**config.mk**
```make
export PLATFORM = sky130hd
export DESIGN_NAME = skin_blob_tracker
export DESIGN_NICKNAME = d
export VERILOG_FILES = /design/src/rtl/skin_track_pkg.sv /design/src/rtl/seq_divider.sv /design/src/rtl/skin_blob_tracker.sv
export SDC_FILE = /design/constraint.sdc
export NUM_CORES = 1
export LEC_CHECK = 0
export CORE_MARGIN = 2
export CORE_UTILIZATION = 48
export CTS_BUF_LIST = sky130_fd_sc_hd__clkbuf_8
export CTS_CLUSTER_SIZE = 12
export DETAILED_ROUTE_END_ITERATION = 6
export PLACE_DENSITY = 0.67
export REMOVE_ABC_BUFFERS = 1
export SLEW_MARGIN = 20
export SYNTH_ARGS = -nofsm -noshare
export SYNTH_HDL_FRONTEND = slang
export SYNTH_SLANG_ARGS = --single-unit
export TNS_END_PERCENT = 1
```
**constraint.sdc**
```tcl
create_clock -name iCLK -period 8.24 [get_ports iCLK]
set_input_delay 1.236 -clock iCLK [delete_from_list [all_inputs] [get_ports iCLK]]
set_output_delay 1.236 -clock iCLK [all_outputs]
set_load 0.02 [all_outputs]
```
**src/rtl/skin_track_pkg.sv**
```systemverilog
// Shared widths, FSM state encoding and the per-frame result record for the
// skin blob tracker.
package skin_track_pkg;

    localparam int unsigned TRK_COORD_W = 16;
    localparam int unsigned TRK_CNT_W   = 22;
    localparam int unsigned TRK_SUM_W   = TRK_COORD_W + TRK_CNT_W;

    typedef enum logic [1:0] {
        ACCUM   = 2'd0,
        DIV_X   = 2'd1,
        DIV_Y   = 2'd2,
        PUBLISH = 2'd3
    } track_state_t;

    typedef struct packed {
        logic [TRK_COORD_W-1:0] x_min;
        logic [TRK_COORD_W-1:0] x_max;
        logic [TRK_COORD_W-1:0] y_min;
        logic [TRK_COORD_W-1:0] y_max;
    } box_t;

    typedef struct packed {
        logic [TRK_COORD_W-1:0] cx;
        logic [TRK_COORD_W-1:0] cy;
        box_t                   box;
        logic [TRK_CNT_W-1:0]   count;
        logic                   found;
    } result_t;

endpackage

```
**src/rtl/seq_divider.sv**
```systemverilog
// Restoring unsigned divider, one quotient bit per clock.
// Handshake: i_start is taken only while o_busy is low; the load edge also
// performs the first iteration, and o_done pulses for one cycle when the
// quotient is final, N_W cycles after the accepting edge. The quotient holds
// until the next accepted start.
module seq_divider #(
    parameter int unsigned N_W = 38,
    parameter int unsigned D_W = 22,
    parameter int unsigned Q_W = 16
) (
    input  logic           iCLK,
    input  logic           iRST,
    input  logic           i_start,
    input  logic [N_W-1:0] i_dividend,
    input  logic [D_W-1:0] i_divisor,
    output logic           o_busy,
    output logic           o_done,
    output logic [Q_W-1:0] o_quotient
);

    localparam int unsigned CNT_BITS = $clog2(N_W + 1);

    logic                r_busy;
    logic                r_done;
    logic [CNT_BITS-1:0] r_cnt;
    logic [D_W-1:0]      r_rem;
    logic [N_W-1:0]      r_q;
    logic [D_W-1:0]      r_div;

    logic           w_load;
    logic [D_W-1:0] w_rem_in;
    logic [N_W-1:0] w_q_in;
    logic [D_W-1:0] w_d;
    logic [D_W:0]   w_trial;
    logic           w_fits;
    logic [D_W-1:0] w_diff;
    logic [D_W-1:0] w_rem_nx;
    logic [N_W-1:0] w_q_nx;

    // One restoring step: shift the next dividend bit into the partial
    // remainder and subtract the divisor when it fits. On the load edge the
    // step works directly on the incoming operands.
    always_comb begin
        w_load   = i_start && !r_busy;
        w_rem_in = w_load ? '0 : r_rem;
        w_q_in   = w_load ? i_dividend : r_q;
        w_d      = w_load ? i_divisor : r_div;
        w_trial  = {w_rem_in, w_q_in[N_W-1]};
        w_fits   = (w_trial >= {1'b0, w_d});
        // The remainder is always below the divisor, so modular D_W-bit
        // subtraction is exact whenever the divisor fits.
        w_diff   = w_trial[D_W-1:0] - w_d;
        w_rem_nx = w_fits ? w_diff : w_trial[D_W-1:0];
        w_q_nx   = {w_q_in[N_W-2:0], w_fits};
    end

    // Iteration counter, operand registers and the done pulse.
    always_ff @(posedge iCLK or negedge iRST) begin
        if (!iRST) begin
            r_busy <= 1'b0;
            r_done <= 1'b0;
            r_cnt  <= '0;
            r_rem  <= '0;
            r_q    <= '0;
            r_div  <= '0;
        end else begin
            r_done <= 1'b0;
            if (w_load) begin
                r_rem  <= w_rem_nx;
                r_q    <= w_q_nx;
                r_div  <= i_divisor;
                r_cnt  <= CNT_BITS'(N_W - 1);
                r_busy <= 1'b1;
            end else if (r_busy) begin
                r_rem <= w_rem_nx;
                r_q   <= w_q_nx;
                r_cnt <= r_cnt - CNT_BITS'(1);
                if (r_cnt == CNT_BITS'(1)) begin
                    r_busy <= 1'b0;
                    r_done <= 1'b1;
                end
            end
        end
    end

    assign o_busy     = r_busy;
    assign o_done     = r_done;
    assign o_quotient = r_q[Q_W-1:0];

endmodule

```
**src/rtl/skin_blob_tracker.sv**
```systemverilog
// Per-frame skin blob statistics: pixel count, coordinate sums and bounding
// box are accumulated live, snapshotted at each frame boundary, and the
// centroid is computed with one shared serial divider before publishing.
module skin_blob_tracker
    import skin_track_pkg::*;
#(
    parameter int unsigned COORD_W   = TRK_COORD_W,
    parameter int unsigned CNT_W     = TRK_CNT_W,
    parameter int unsigned SUM_W     = COORD_W + CNT_W,
    parameter int unsigned MIN_COUNT = 64
) (
    input  logic               iCLK,
    input  logic               iRST,
    input  logic               iBinary,
    input  logic               iDVAL,
    input  logic [COORD_W-1:0] iX_Cont,
    input  logic [COORD_W-1:0] iY_Cont,
    output logic [COORD_W-1:0] oCX,
    output logic [COORD_W-1:0] oCY,
    output logic [COORD_W-1:0] oXMin,
    output logic [COORD_W-1:0] oXMax,
    output logic [COORD_W-1:0] oYMin,
    output logic [COORD_W-1:0] oYMax,
    output logic [CNT_W-1:0]   oCount,
    output logic               oFound,
    output logic               oRes_Valid,
    output logic               oBusy,
    output logic               oOverrun
);

    localparam logic [CNT_W-1:0] MIN_CNT = CNT_W'(MIN_COUNT);

    track_state_t r_state;
    track_state_t w_state_nx;

    logic [COORD_W-1:0] r_prev_y;
    logic               r_armed;
    logic               r_overrun;
    logic               r_go;

    // Live (current frame) accumulators.
    logic [CNT_W-1:0]   r_count;
    logic [SUM_W-1:0]   r_sum_x;
    logic [SUM_W-1:0]   r_sum_y;
    logic [COORD_W-1:0] r_x_min;
    logic [COORD_W-1:0] r_x_max;
    logic [COORD_W-1:0] r_y_min;
    logic [COORD_W-1:0] r_y_max;

    // Totals of the frame being reported.
    logic [CNT_W-1:0]   r_snap_count;
    logic [SUM_W-1:0]   r_snap_sum_x;
    logic [SUM_W-1:0]   r_snap_sum_y;
    logic [COORD_W-1:0] r_snap_x_min;
    logic [COORD_W-1:0] r_snap_x_max;
    logic [COORD_W-1:0] r_snap_y_min;
    logic [COORD_W-1:0] r_snap_y_max;

    logic [COORD_W-1:0] r_qx;
    logic [COORD_W-1:0] r_qy;
    result_t            r_res;
    logic               r_valid;

    logic               w_boundary;
    logic               w_skin;
    logic               w_accept;
    logic               w_big;
    logic               w_snap_big;
    logic               w_div_start;
    logic [SUM_W-1:0]   w_div_dividend;
    logic               w_div_busy;
    logic               w_div_done;
    logic [COORD_W-1:0] w_quot;

    assign w_boundary = iDVAL && (iY_Cont < r_prev_y);
    assign w_skin     = iDVAL && iBinary;
    assign w_accept   = w_boundary && r_armed && (r_state == ACCUM);
    assign w_big      = (r_count >= MIN_CNT);
    assign w_snap_big = (r_snap_count >= MIN_CNT);

    // Row tracking for boundary detection, first-frame arming, sticky overrun.
    always_ff @(posedge iCLK or negedge iRST) begin
        if (!iRST) begin
            r_prev_y  <= '0;
            r_armed   <= 1'b0;
            r_overrun <= 1'b0;
        end else begin
            if (iDVAL) begin
                r_prev_y <= iY_Cont;
            end
            if (w_boundary) begin
                r_armed <= 1'b1;
                if (r_armed && (r_state != ACCUM)) begin
                    r_overrun <= 1'b1;
                end
            end
        end
    end

    // Live accumulation; the boundary pixel seeds the new frame.
    always_ff @(posedge iCLK or negedge iRST) begin
        if (!iRST) begin
            r_count <= '0;
            r_sum_x <= '0;
            r_sum_y <= '0;
            r_x_min <= '1;
            r_x_max <= '0;
            r_y_min <= '1;
            r_y_max <= '0;
        end else if (w_boundary) begin
            if (iBinary) begin
                r_count <= CNT_W'(1);
                r_sum_x <= SUM_W'(iX_Cont);
                r_sum_y <= SUM_W'(iY_Cont);
                r_x_min <= iX_Cont;
                r_x_max <= iX_Cont;
                r_y_min <= iY_Cont;
                r_y_max <= iY_Cont;
            end else begin
                r_count <= '0;
                r_sum_x <= '0;
                r_sum_y <= '0;
                r_x_min <= '1;
                r_x_max <= '0;
                r_y_min <= '1;
                r_y_max <= '0;
            end
        end else if (w_skin) begin
            if (r_count != '1) begin
                r_count <= r_count + CNT_W'(1);
            end
            r_sum_x <= r_sum_x + SUM_W'(iX_Cont);
            r_sum_y <= r_sum_y + SUM_W'(iY_Cont);
            if (iX_Cont < r_x_min) r_x_min <= iX_Cont;
            if (iX_Cont > r_x_max) r_x_max <= iX_Cont;
            if (iY_Cont < r_y_min) r_y_min <= iY_Cont;
            if (iY_Cont > r_y_max) r_y_max <= iY_Cont;
        end
    end

    // Snapshot only frames that will actually be reported.
    always_ff @(posedge iCLK or negedge iRST) begin
        if (!iRST) begin
            r_snap_count <= '0;
            r_snap_sum_x <= '0;
            r_snap_sum_y <= '0;
            r_snap_x_min <= '1;
            r_snap_x_max <= '0;
            r_snap_y_min <= '1;
            r_snap_y_max <= '0;
        end else if (w_accept) begin
            r_snap_count <= r_count;
            r_snap_sum_x <= r_sum_x;
            r_snap_sum_y <= r_sum_y;
            r_snap_x_min <= r_x_min;
            r_snap_x_max <= r_x_max;
            r_snap_y_min <= r_y_min;
            r_snap_y_max <= r_y_max;
        end
    end

    // FSM state register; r_go marks the first DIV_X cycle so the X
    // division starts once the snapshot is in place.
    always_ff @(posedge iCLK or negedge iRST) begin
        if (!iRST) begin
            r_state <= ACCUM;
            r_go    <= 1'b0;
        end else begin
            r_state <= w_state_nx;
            r_go    <= w_accept && w_big;
        end
    end

    // Next state and divider launch; Y starts on the same edge X completes.
    always_comb begin
        w_state_nx     = r_state;
        w_div_start    = 1'b0;
        w_div_dividend = r_snap_sum_x;
        case (r_state)
            ACCUM: begin
                if (w_accept) begin
                    w_state_nx = w_big ? DIV_X : PUBLISH;
                end
            end
            DIV_X: begin
                if (r_go && !w_div_busy) begin
                    w_div_start = 1'b1;
                end
                if (w_div_done) begin
                    w_state_nx     = DIV_Y;
                    w_div_start    = 1'b1;
                    w_div_dividend = r_snap_sum_y;
                end
            end
            DIV_Y: begin
                if (w_div_done) begin
                    w_state_nx = PUBLISH;
                end
            end
            PUBLISH: begin
                w_state_nx = ACCUM;
            end
            default: begin
                w_state_nx = ACCUM;
            end
        endcase
    end

    seq_divider #(
        .N_W (SUM_W),
        .D_W (CNT_W),
        .Q_W (COORD_W)
    ) u_div (
        .iCLK       (iCLK),
        .iRST       (iRST),
        .i_start    (w_div_start),
        .i_dividend (w_div_dividend),
        .i_divisor  (r_snap_count),
        .o_busy     (w_div_busy),
        .o_done     (w_div_done),
        .o_quotient (w_quot)
    );

    // Capture each centroid coordinate as its division completes.
    always_ff @(posedge iCLK or negedge iRST) begin
        if (!iRST) begin
            r_qx <= '0;
            r_qy <= '0;
        end else begin
            if ((r_state == DIV_X) && w_div_done) r_qx <= w_quot;
            if ((r_state == DIV_Y) && w_div_done) r_qy <= w_quot;
        end
    end

    // Result registers: updated only in PUBLISH, held otherwise.
    always_ff @(posedge iCLK or negedge iRST) begin
        if (!iRST) begin
            r_res   <= '0;
            r_valid <= 1'b0;
        end else begin
            r_valid <= 1'b0;
            if (r_state == PUBLISH) begin
                r_valid     <= 1'b1;
                r_res.count <= r_snap_count;
                r_res.found <= w_snap_big;
                if (w_snap_big) begin
                    r_res.cx        <= r_qx;
                    r_res.cy        <= r_qy;
                    r_res.box.x_min <= r_snap_x_min;
                    r_res.box.x_max <= r_snap_x_max;
                    r_res.box.y_min <= r_snap_y_min;
                    r_res.box.y_max <= r_snap_y_max;
                end else begin
                    r_res.cx  <= '0;
                    r_res.cy  <= '0;
                    r_res.box <= '0;
                end
            end
        end
    end

    assign oCX        = r_res.cx;
    assign oCY        = r_res.cy;
    assign oXMin      = r_res.box.x_min;
    assign oXMax      = r_res.box.x_max;
    assign oYMin      = r_res.box.y_min;
    assign oYMax      = r_res.box.y_max;
    assign oCount     = r_res.count;
    assign oFound     = r_res.found;
    assign oRes_Valid = r_valid;
    assign oBusy      = (r_state == DIV_X) || (r_state == DIV_Y);
    assign oOverrun   = r_overrun;

endmodule

```
# After elaboration in Yosys (flattened, before gate mapping)
# Index checks and enable logic that the tools add are counted.
# op_classes
n_addsub,5
order_cmp,8
n_eq_ne,8
muxes,54
reduce_logical,28
# op_table
op,n
$mux 38,9
$mux 16,18
$mux 22,8
$mux 96,1
$add 38x16->38,2
$lt 16x16->1,3
$ge 22x7->1 const B,2
$gt 16x16->1,2
$ge 23x22->1,1
$add 22x1->22 const B,1
$ne 22x22->1 const B,1
$sub 22x22->22,1
$reduce_bool 2->1,8
$mux 6,2
$reduce_and 2->1,6
$mux 1,11
$logic_and 1x1->1,10
$mux 2,4
$pmux 2 s4,1
$eq 6x1->1 const B,1
$sub 6x1->6 const B,1
$eq 2x2->1 const B,2
$ne 2x1->1 const B,2
$reduce_and 3->1,1
other kinds (5),5
# word_totals
register_bits,587
input_bits,36
elab_cells,139

# Depth between registers and ports, before layout
# Gate-level depths: netlist of the first run.
# logic_depth
depth_word,11
ltp_mapped,21
mapped_depth_nobuf,18

# Modules after synthesis
# Synthesis of the first run repeated with hierarchy kept, for this count alone.
# unflattened
cells_unflattened,2626
hier_area_um2,29375.7
# modules_own_cells
module,n_inst,cells_each,area_per_inst_um2,seq_area_each_um2
skin_blob_tracker,1,2013,23637.7,12517.0
seq_divider,1,613,5738.0,2252.2

# Worst setup path before layout of the first run
# No wires, ideal clock.
# synth_path
kind,reg-to-reg
from,register r_state[1]
to,register u_div.r_rem[15]
setup_time_ns,0.126
t_arrival_ns,4.389
required_ns,8.114
path_slack_ns,3.725
stages_incl_launch_ff,18
synth_period_minus_slack_ns,4.515
path_cell_list,dfrtp_1 > inv_1 > ha_1 > o21ai_1 > nor2_1 > buf_1 > clkbuf_1 > mux2i_1 > ha_1 > a21o_1 > a21o_1 > a2111oi_0 > o21ai_0 > or2_2 > o2bb2ai_4 > buf_2 > nor3_1 > a221o_1
# synth_via
elab_chain_cells,8
word_cells_on_any_way,13
cone_classes,add/sub (1); order compare (1); eq/ne (1); mux (8); reduce/logical (2)
# synth_lines
item,line_no,source
start: declaration,skin_blob_tracker.sv:33,track_state_t r_state;
start signal: assignment,skin_blob_tracker.sv:169,r_state <= w_state_nx;
$eq 2x1->1 *,skin_blob_tracker.sv:179,case (r_state)
$mux 1,skin_blob_tracker.sv:179,
$logic_and 1x1->1,seq_divider.sv:44,w_load = i_start && !r_busy;
"$mux 38, or another cell as far along",seq_divider.sv:46,w_q_in = w_load ? i_dividend : r_q;
$sub 22x22->22 / $ge 23x22->1 (equally long branches),"seq_divider.sv:52, seq_divider.sv:49",
$mux 22,seq_divider.sv:53,w_rem_nx = w_fits ? w_diff : w_trial[D_W-1:0];
$mux 22,seq_divider.sv:74,end else if (r_busy) begin
$mux 22,seq_divider.sv:68,if (w_load) begin
end signal: assignment,seq_divider.sv:69,r_rem <= w_rem_nx;
end signal: assignment,seq_divider.sv:75,r_rem <= w_rem_nx;
end: declaration,seq_divider.sv:26,logic [D_W-1:0] r_rem;
# Every way passes the cells marked *; elsewhere a longest branch is shown, timed or not. The select of a mux whose other input is x is not followed.
# A chain may end at the register's enable or synchronous reset.

# Worst setup path in the final report of the first run
# layout_path
from,register r_state[1]
to,register u_div.r_rem[6]
# Same word-level chain as after synthesis.

==> metrics, run 1 <==
row count=89; post-route DRC violation count=0; endpoints failing setup=0; initial core utilization=48.3%; RSZ-0062 raised after global routing=false; Yosys reg bits=587; Power Total=6.93 mW; max-slew violations=0; Core ar.=58800 um2; fraction of registers with async set/reset=between 90% and 100%; clock latency on the worst-skew pair=0.70 ns; Layout fillers=between 5k and 6k; total die area=61100 um2; clk root buf=clkbuf_8; Avg Cell Area, Syn=around 11 um2; arrival time worst endpoint=5.90 ns; minimum clock period=5.35 ns; Final Cycle Share=between 60% and 70%; Hold Path Class=reg -> reg; final instance area=32700 um2; ys flop type=dfrtp_1; Final #Nets=2996; RR Startpoint=r_state[1]$_DFFE_PN0P_; sequential share of the synthesized area=52.0%; Max Cap Viol=0; worst setup path startpoint=r_state[1]$_DFFE_PN0P_; DR pass1 iterations=5; initial antenna violation count=1; post-CTS sizing=0; fin util=55.6%; Distinct cells, synth=82; routed via count=20.9k; Worst slew margin=30.2%; Yosys warnings=0; drt initial violations=1574; Post-synth EDFFs=0; post-route ant nets=0; H-Tree Depth=3; synthesized instance count=2667; Peak Freq=187 MHz; Hold Crit Start=u_div.r_rem[19]$_DFFE_PN0P_; # clock sinks=587; CTS Buf Count=97; Pwr Density=212 nW/um2; Peak VDD IR=135 uV; die width=247 um; CTS tree=built; share of the synthesized area in the top cell type=46.1%; Bufs on Longest Clock Path=3; DP HPWL=48100 um; share of layout cells above drive strength 1=a little over an eighth; Syn-to-layout area delta=15.2%; most common cell in the synthesized netlist=dfrtp_1; DR WL/cell=19.3 um; clk slew on worst S/H paths=0.06 ns; synthesized cell area=28400 um2; Synth area leader=dfrtp_1; Max Clock Skew=0.0358 ns; Critical Path Fanout Max=25; hold_buf cts=0; most instantiated cells after synthesis=dfrtp_1, nand2_1, o21ai_0; crit path kind=reg -> reg; Setup Fix Bufs, Post-CTS=0; first-pass GRT wire length=117000 um; I/O pin total=158; Worst Setup End Kind=flop; status=finished, final reports clean; LEAKAGE=between 15 and 20 nW; Routed WL=70900 um; vias in the first global route=21.7k; largest cells by area after synthesis=dfrtp_1, ha_1, dfstp_2; gr usage total=23.9%; die height=247 um; grt total ovfl=0; Fin. Hold Viols=0; Critical Path Start Type=flop; cell area after placement=between 30000 and 40000 um2; Placer Congestion=0.910; largest net degree at the start of global routing=193; IO Port Bufs=157; vias per cell=5.70; Slew @ Worst Pin=1.05 ns; Required @ worst endpoint=around 8.8 ns
worst max-delay path: stages, from the launching register on:
cell and delay (ns):
dfrtp_1 0.40, inv_1 0.12, ha_1 0.29, o21ai_1 0.23
nor2_2 0.80, mux2i_1 0.34, ha_1 0.34, a21o_1 0.20
a21o_1 0.19, a2111oi_0 0.54, o21ai_0 0.18, or2_2 0.32
o2bb2ai_4 0.50, nor2_1 0.38, a32oi_1 0.27, o21ai_0 0.11
power breakdown:
group          leakage (nW)  switching (mW)  total (mW)  internal [mW]
sequential             7.84           0.107        3.19           3.09
clock                  1.15            1.18        2.50           1.32
combinational          6.69           0.756        1.24          0.485
total                  15.7            2.04        6.93           4.89
cell usage in the layout (no fill, tap or decap), drive strengths merged, types with 121 or more instances in the layout:
cell,instances
a21oi,129
inv,183
mux2,134
dfrtp,523
clkdlybuf4s50,156
a22o,128
ha,138
clkbuf,121
nor2,169
o21ai,176
nand2,331
layout make-up:
cell class	count	area, um2	area share, %
tap	773	967	2.96
antenna	1	2.50	0.00765
timing repair buffer	187	1880	5.75
clock inverter	57	249	0.761
inverter	137	515	1.58
sequential	587	14800	45.2
clock buffer	121	1670	5.09
multi-input combinational	1809	12700	38.7
worst paths after layout:
check                      slack (ns)  cells after the start                          end
max                              2.89                     15   u_div.r_rem[6]$_DFFE_PN0P_
min                              0.47                      2  u_div.r_rem[19]$_DFFE_PN0P_
max reg2reg                      2.89                     15   u_div.r_rem[6]$_DFFE_PN0P_
min reg2reg                      0.47                      2  u_div.r_rem[19]$_DFFE_PN0P_
max in group asynchronous        6.08                      3         r_qy[12]$_DFFE_PN0P_
min in group asynchronous        0.61                      1           oFound$_DFFE_PN0P_
kinds of logic (layout without fill, tap and decap cells):
kind of cell,count (synthesis),count (layout),share of synthesized area (%)
AOI/OAI and AO/OA,635,635,15.5
xor gates and xnor gates,103,103,3.18
adders and majority gates,142,142,6.33
buffers and inverters,271,502,3.74
DFF,587,587,52.0
muxes,201,201,7.67
other,0,1,0
and+or+nand+nor,728,728,11.6
layer usage:
| layer | GRT usage, % | wire, um | vias up | share of wire (%) |
|---|---|---|---|---|
| li1 | - | - | 9763 | - |
| met1 | 33.5 | 32800 | 10460 | 46 |
| met2 | 36.6 | 31900 | 571 | 45 |
| met3 | 4.46 | 4040 | 122 | 5.7 |
| met4 | 9.67 | 2210 | 0 | 3.1 |
| met5 | 0 | 0 | - | 0 |
flip-flops by register name, summed over array words and instances (netlist names), 22 cells and up:
| register | count |
|---|---|
| u_div.r_div | 22 |
| u_div.r_q | 38 |
| r_count | 22 |
| oCount | 22 |
| u_div.r_rem | 22 |
| r_snap_sum_y | 38 |
| r_snap_count | 22 |
| r_snap_sum_x | 38 |
| r_sum_y | 38 |
| r_sum_x | 38 |
stage by stage:
stage	setup slack, ns	cells	setup TNS, ns	hold WS, ns
2_1_floorplan	-3.89	2533	-609.73	0.430
3_3_place_gp	3.13	3491	0	0.450
3_5_place_dp	2.99	3492	0	0.461
4_1_cts	2.96	3670	0	0.473
5_1_grt	2.54	3672	0	0.496
6_report	2.89	3672	0	0.467
(Power assumes the default switching activity.)
==> run 2, diff against run 1 <==
==> constraint.sdc (replaced) <==
create_clock -name iCLK -period 5.25 [get_ports iCLK]
set_input_delay 0.7875 -clock iCLK [delete_from_list [all_inputs] [get_ports iCLK]]
set_output_delay 0.7875 -clock iCLK [all_outputs]
set_load 0.02 [all_outputs]
==> metrics, run 2 (same netlist as run 1, synthesis figures left out) <==
Max Cap Viol=0; Power Internal=7.92 mW; initial antenna violation count=2; reg2reg end=u_div.r_rem[5]$_DFFE_PN0P_; status=finished, final reports clean; Syn-to-layout area delta=16.5%; setup_tns=0 ns; Peak VDD IR=212 uV; fin util=56.3%; post-route ant nets=0; Reg2Reg Depth=17; Layout fillers=5042; gr usage total=24.2%; post-CTS sizing=0; vias per cell=~5.7; max-slew violations=0; switching power=3.22 mW; grt total ovfl=0; Power Total=about 11 mW; total die area=61100 um2; row count=89; hold_buf cts=0; Required @ worst endpoint=5.79 ns; DR pass1 iterations=5; die height=around 250 um; Bufs on Longest Clock Path=3; arrival time worst endpoint=5.13 ns; Max Clock Skew=0.0500 ns; drt initial violations=roughly 1.5k; CTS Buf Count=between 90 and 100; largest net degree at the start of global routing=110; initial core utilization=48.3%; clock latency on the worst-skew pair=0.71 ns; clk slew on worst S/H paths=0.06 ns; crit path to=u_div.r_rem[5]$_DFFE_PN0P_; worst setup path startpoint=r_state[1]$_DFFE_PN0P_; I/O pin total=158; commonest non-fill, non-tap cells in the layout=dfrtp_1, nand2_1, o21ai_0, inv_1, nor2_1; minimum clock period=approximately 4.6 ns; Core ar.=58800 um2; post-route DRC violation count=0; die width=between 200 and 250 um; Critical Path Fanout Max=24; Worst R2R Setup Slack=0.67 ns; Worst slew margin=a little over a third; IO Port Bufs=157; Final Cycle Share=approximately 87%; first-pass GRT wire length=117000 um; Net Sw Frac=a little under 30%; DP HPWL=approximately 49000 um; Critical Path Start Type=flop; crit path kind=reg -> reg; clk root buf=clkbuf_8; DR WL/cell=19.5 um; endpoints failing setup=0; Placer Congestion=0.935; RR Startpoint=r_state[1]$_DFFE_PN0P_; Final #Nets=3025; Slew @ Worst Pin=0.970 ns; Pwr Density=~340 nW/um2; sequential share of power=45.0%; LEAKAGE=around 16 nW; Peak Freq=218 MHz; CTS tree=built; RSZ-0062 raised after global routing=false; vias in the first global route=21.3k; Routed WL=72000 um; Worst Setup End Kind=flop; # clock sinks=just under 600; H-Tree Depth=3; Setup Fix Bufs, Post-CTS=0; Hold Path Class=in -> async; Fin. Hold Viols=0; combinational fraction of design power=17.8%; clock share of power=37.2%; most common cell after layout, fill and taps aside=dfrtp_1; routed via count=approximately 21k; share of layout cells above drive strength 1=14.8%
run 2: cell types whose count changed in the layout (fill, tap and decap cells not counted), moves of 6 or more:
cell | previous run | this run
buf_12 | 3 | 9
buf_4 | 25 | 48
clkbuf_8 | 121 | 129
inv_1 | 180 | 172
run 2: worst min-delay path by stage:
stage	endpoint	slack, ns	cells past startpoint
6_report	oFound$_DFFE_PN0P_	0.14	1
5_1_grt	r_snap_x_max[5]$_DFFE_PN0N_	0.17	1
4_1_cts	r_snap_x_max[5]$_DFFE_PN0N_	0.1	1
3_5_place_dp	u_div.r_rem[19]$_DFFE_PN0P_	0.46	2
3_3_place_gp	u_div.r_cnt[4]$_DFFE_PN0P_	0.45	1
2_1_floorplan	u_div.r_rem[19]$_DFFE_PN0P_	0.43	2
run 2: power groups by stage:
stage	combinational (mW)	clock (mW)	sequential, mW
after floorplan	1.32	0	5.03
after global placement	1.87	0	5.07
after detailed placement	1.95	0	5.08
after CTS	1.96	4.26	5.01
after global routing	2.22	4.47	5.04
final	1.98	4.15	5.01
run 2: cell type report:
type	count	area, um2	share of cell area, %
tap	773	967	2.92
clock inverter	51	275	0.832
sequential	587	14800	44.7
multi-input combinational	1809	12700	38.3
timing repair buffer	214	2120	6.40
antenna	1	2.50	0.00757
clock buffer	129	1780	5.37
inverter	137	515	1.56
run 2: layer usage:
metal,global-route usage (%),wire (um)
met5,0,13
met4,9.72,2140
met3,4.15,3630
met2,36.7,32300
met1,34.5,34000
run 2: critical path, stage by stage (launching register included):
cell and delay, ns:
dfrtp_1 0.40, inv_1 0.13, ha_1 0.30, o21a_4 0.25, nand2_2 0.23, buf_4 0.29, and2_1 0.19, ha_1 0.37
a21oi_1 0.16, nand2_1 0.12, a41oi_2 0.41, o21a_1 0.39, o21bai_4 0.14, o2bb2ai_4 0.16, buf_4 0.30, nor4b_1 0.08
a2111oi_0 0.34, a31oi_1 0.15
run 2: per-stage QoR:
step                      setup WS, ns  std cells  hold WS [ns]  instance area, um2
after CTS                        0.709       3700        0.0991               33100
after floorplan                  -6.44       2533         0.430               27900
after global routing             0.252       3701         0.171               33100
after detailed placement         0.583       3520         0.462               31000
after global placement           0.685       3520         0.450               31000
final                            0.668       3701         0.141               33100
==> run 3, diff against run 2 <==
--- a/config.mk
+++ b/config.mk
@@ -12,7 +12,7 @@
 export DETAILED_ROUTE_END_ITERATION = 6
 export PLACE_DENSITY = 0.67
 export REMOVE_ABC_BUFFERS = 1
-export SLEW_MARGIN = 20
+export SLEW_MARGIN = 15
 export SYNTH_ARGS = -nofsm -noshare
 export SYNTH_HDL_FRONTEND = slang
 export SYNTH_SLANG_ARGS = --single-unit
==> constraint.sdc (replaced) <==
create_clock -name iCLK -period 5.25 [get_ports iCLK]
set_input_delay 0.525 -clock iCLK [delete_from_list [all_inputs] [get_ports iCLK]]
set_output_delay 0.525 -clock iCLK [all_outputs]
set_load 0.02 [all_outputs]
==> metrics, run 3 (same netlist as run 1, synthesis figures left out) <==
status=finished, final reports clean; initial core utilization=48.3%; Core ar.=58800 um2; Syn-to-layout area delta=16.3%; Layout Cells excl Fill=about 3.7k; routed via count=20.9k; Fin. Hold Viols=0; Critical Path Start Type=flop; RSZ-0062 raised after global routing=false; Final #Nets=a little over 3k; share of layout cells above drive strength 1=around 15%; clk slew on worst S/H paths=0.06 ns; post-route ant nets=0; max-slew violations=0; row count=between 80 and 90; Max Clock Skew=between 0.04 and 0.05 ns; post-CTS sizing=0; fin util=56.2%; CTS Buf Count=99; Peak VDD IR=178 uV; crit path kind=reg -> reg; Peak Freq=221 MHz; Bufs on Longest Clock Path=3; arrival time worst endpoint=5.15 ns; setup_tns=0 ns; Critical Path Fanout Max=21; vias in the first global route=21.2k; LEAKAGE=approximately 16 nW; commonest non-fill, non-tap cells in the layout=dfrtp_1, nand2_1, o21ai_0, inv_1, nor2_1; # clock sinks=between 500 and 600; Slew @ Worst Pin=~1.2 ns; vias per cell=about 5.6; Routed WL=71400 um; DP HPWL=49000 um; die width=247 um; dpl ws=0.750 ns; DR pass1 iterations=5; initial antenna violation count=1; largest net degree at the start of global routing=142; clk root buf=clkbuf_8; first-pass GRT wire length=about 120000 um; Pwr Density=336 nW/um2; minimum clock period=between 4 and 5 ns; Placer Congestion=a little under 0.9; total die area=61100 um2; CTS tree=built; drt initial violations=1422; final hold slack=~0.45 ns; Inst Count DP=3522; Setup Fix Bufs, Post-CTS=0; Final WS setup=0.722 ns; die height=247 um; gr usage total=23.8%; H-Tree Depth=3; I/O pin total=158; grt total ovfl=0; Layout fillers=roughly 5k; Required @ worst endpoint=5.87 ns; Worst Setup End Kind=flop; most common cell after layout, fill and taps aside=dfrtp_1; hold_buf cts=1; DR WL/cell=just under 20 um; Final Cycle Share=86.2%; Max Cap Viol=0; post-route DRC violation count=0; Hold Path Class=in -> async; IO Port Bufs=157; Worst slew margin=21.6%; clock latency on the worst-skew pair=between 0.7 and 0.8 ns; endpoints failing setup=0
-- run 3: changes by cell type in the layout (fill, tap and decap cells not counted), sizes merged --
| cell | delta |
|---|---|
| buf | +2 |
| dlygate4sd3 | +1 |
| clkinvlp | +2 |
| inv | -4 |
| clkbuf | -3 |
| clkinv | +3 |
-- run 3: routing by layer --
metal  part of all wire (%)  up-vias  wire length [um]  track usage (%)
li1                       -     9830                 -                -
met1                     47    10494             33500             33.6
met2                     46      469             32900             37.7
met3                    4.5      111              3190             3.30
met4                    2.5        0              1780             8.35
met5                      0        -                 0                0
-- run 3: worst max-delay path, cell delays in order (launching register included) --
cell	delay [ns]
dfrtp_1	0.40
inv_1	0.13
ha_1	0.28
o21ai_1	0.14
nor2_2	0.14
buf_12	0.19
mux2i_1	0.29
ha_1	0.34
a21o_1	0.18
a21o_1	0.18
a2111oi_0	0.52
o21ai_0	0.17
or2_2	0.32
o2bb2ai_4	0.40
buf_4	0.27
and2_4	0.22
a22o_1	0.14
a21o_1	0.09
-- run 3: worst paths after layout --
kind                                          endpoint  depth (start not counted)  slack (ns)                        from
max                        u_div.r_rem[17]$_DFFE_PN0P_                         17        0.72      r_state[1]$_DFFE_PN0P_
min                                 oFound$_DFFE_PN0P_                          2        0.45                        iRST
max reg2reg                u_div.r_rem[17]$_DFFE_PN0P_                         17        0.72      r_state[1]$_DFFE_PN0P_
min reg2reg                     u_div.o_done$_DFF_PN0_                          1        0.48  u_div.r_cnt[5]$_DFFE_PN0P_
max in group asynchronous         r_qx[12]$_DFFE_PN0P_                          3        3.40                        iRST
min in group iCLK               u_div.o_done$_DFF_PN0_                          1        0.48  u_div.r_cnt[5]$_DFFE_PN0P_
-- run 3: area by class of cell --
class / count / area [um2] / area share [%]
Inverter: 137 / 515 / 1.56
Antenna cell: 1 / 2.50 / 0.00758
Multi-Input combinational cell: 1809 / 12600 / 38.3
Tap cell: 773 / 967 / 2.93
Clock inverter: 52 / 290 / 0.879
Sequential cell: 587 / 14800 / 44.7
Clock buffer: 126 / 1730 / 5.25
Timing Repair Buffer: 217 / 2100 / 6.37
-- run 3: through the flow --
step / power, mW / cell area, um2
after floorplan: 6.35 / 27900
after global placement: 6.93 / 31000
after detailed placement: 7.01 / 31000
after CTS: 11.2 / 33000
after global routing: 11.7 / 33000
final: 11.1 / 33000
-- run 3: power by group --
part           internal [mW]  switching [mW]  total, mW
clock network           2.25            1.87       4.13
registers               4.85           0.168       5.01
logic                  0.771            1.18       1.95
total                   7.87            3.22       11.1
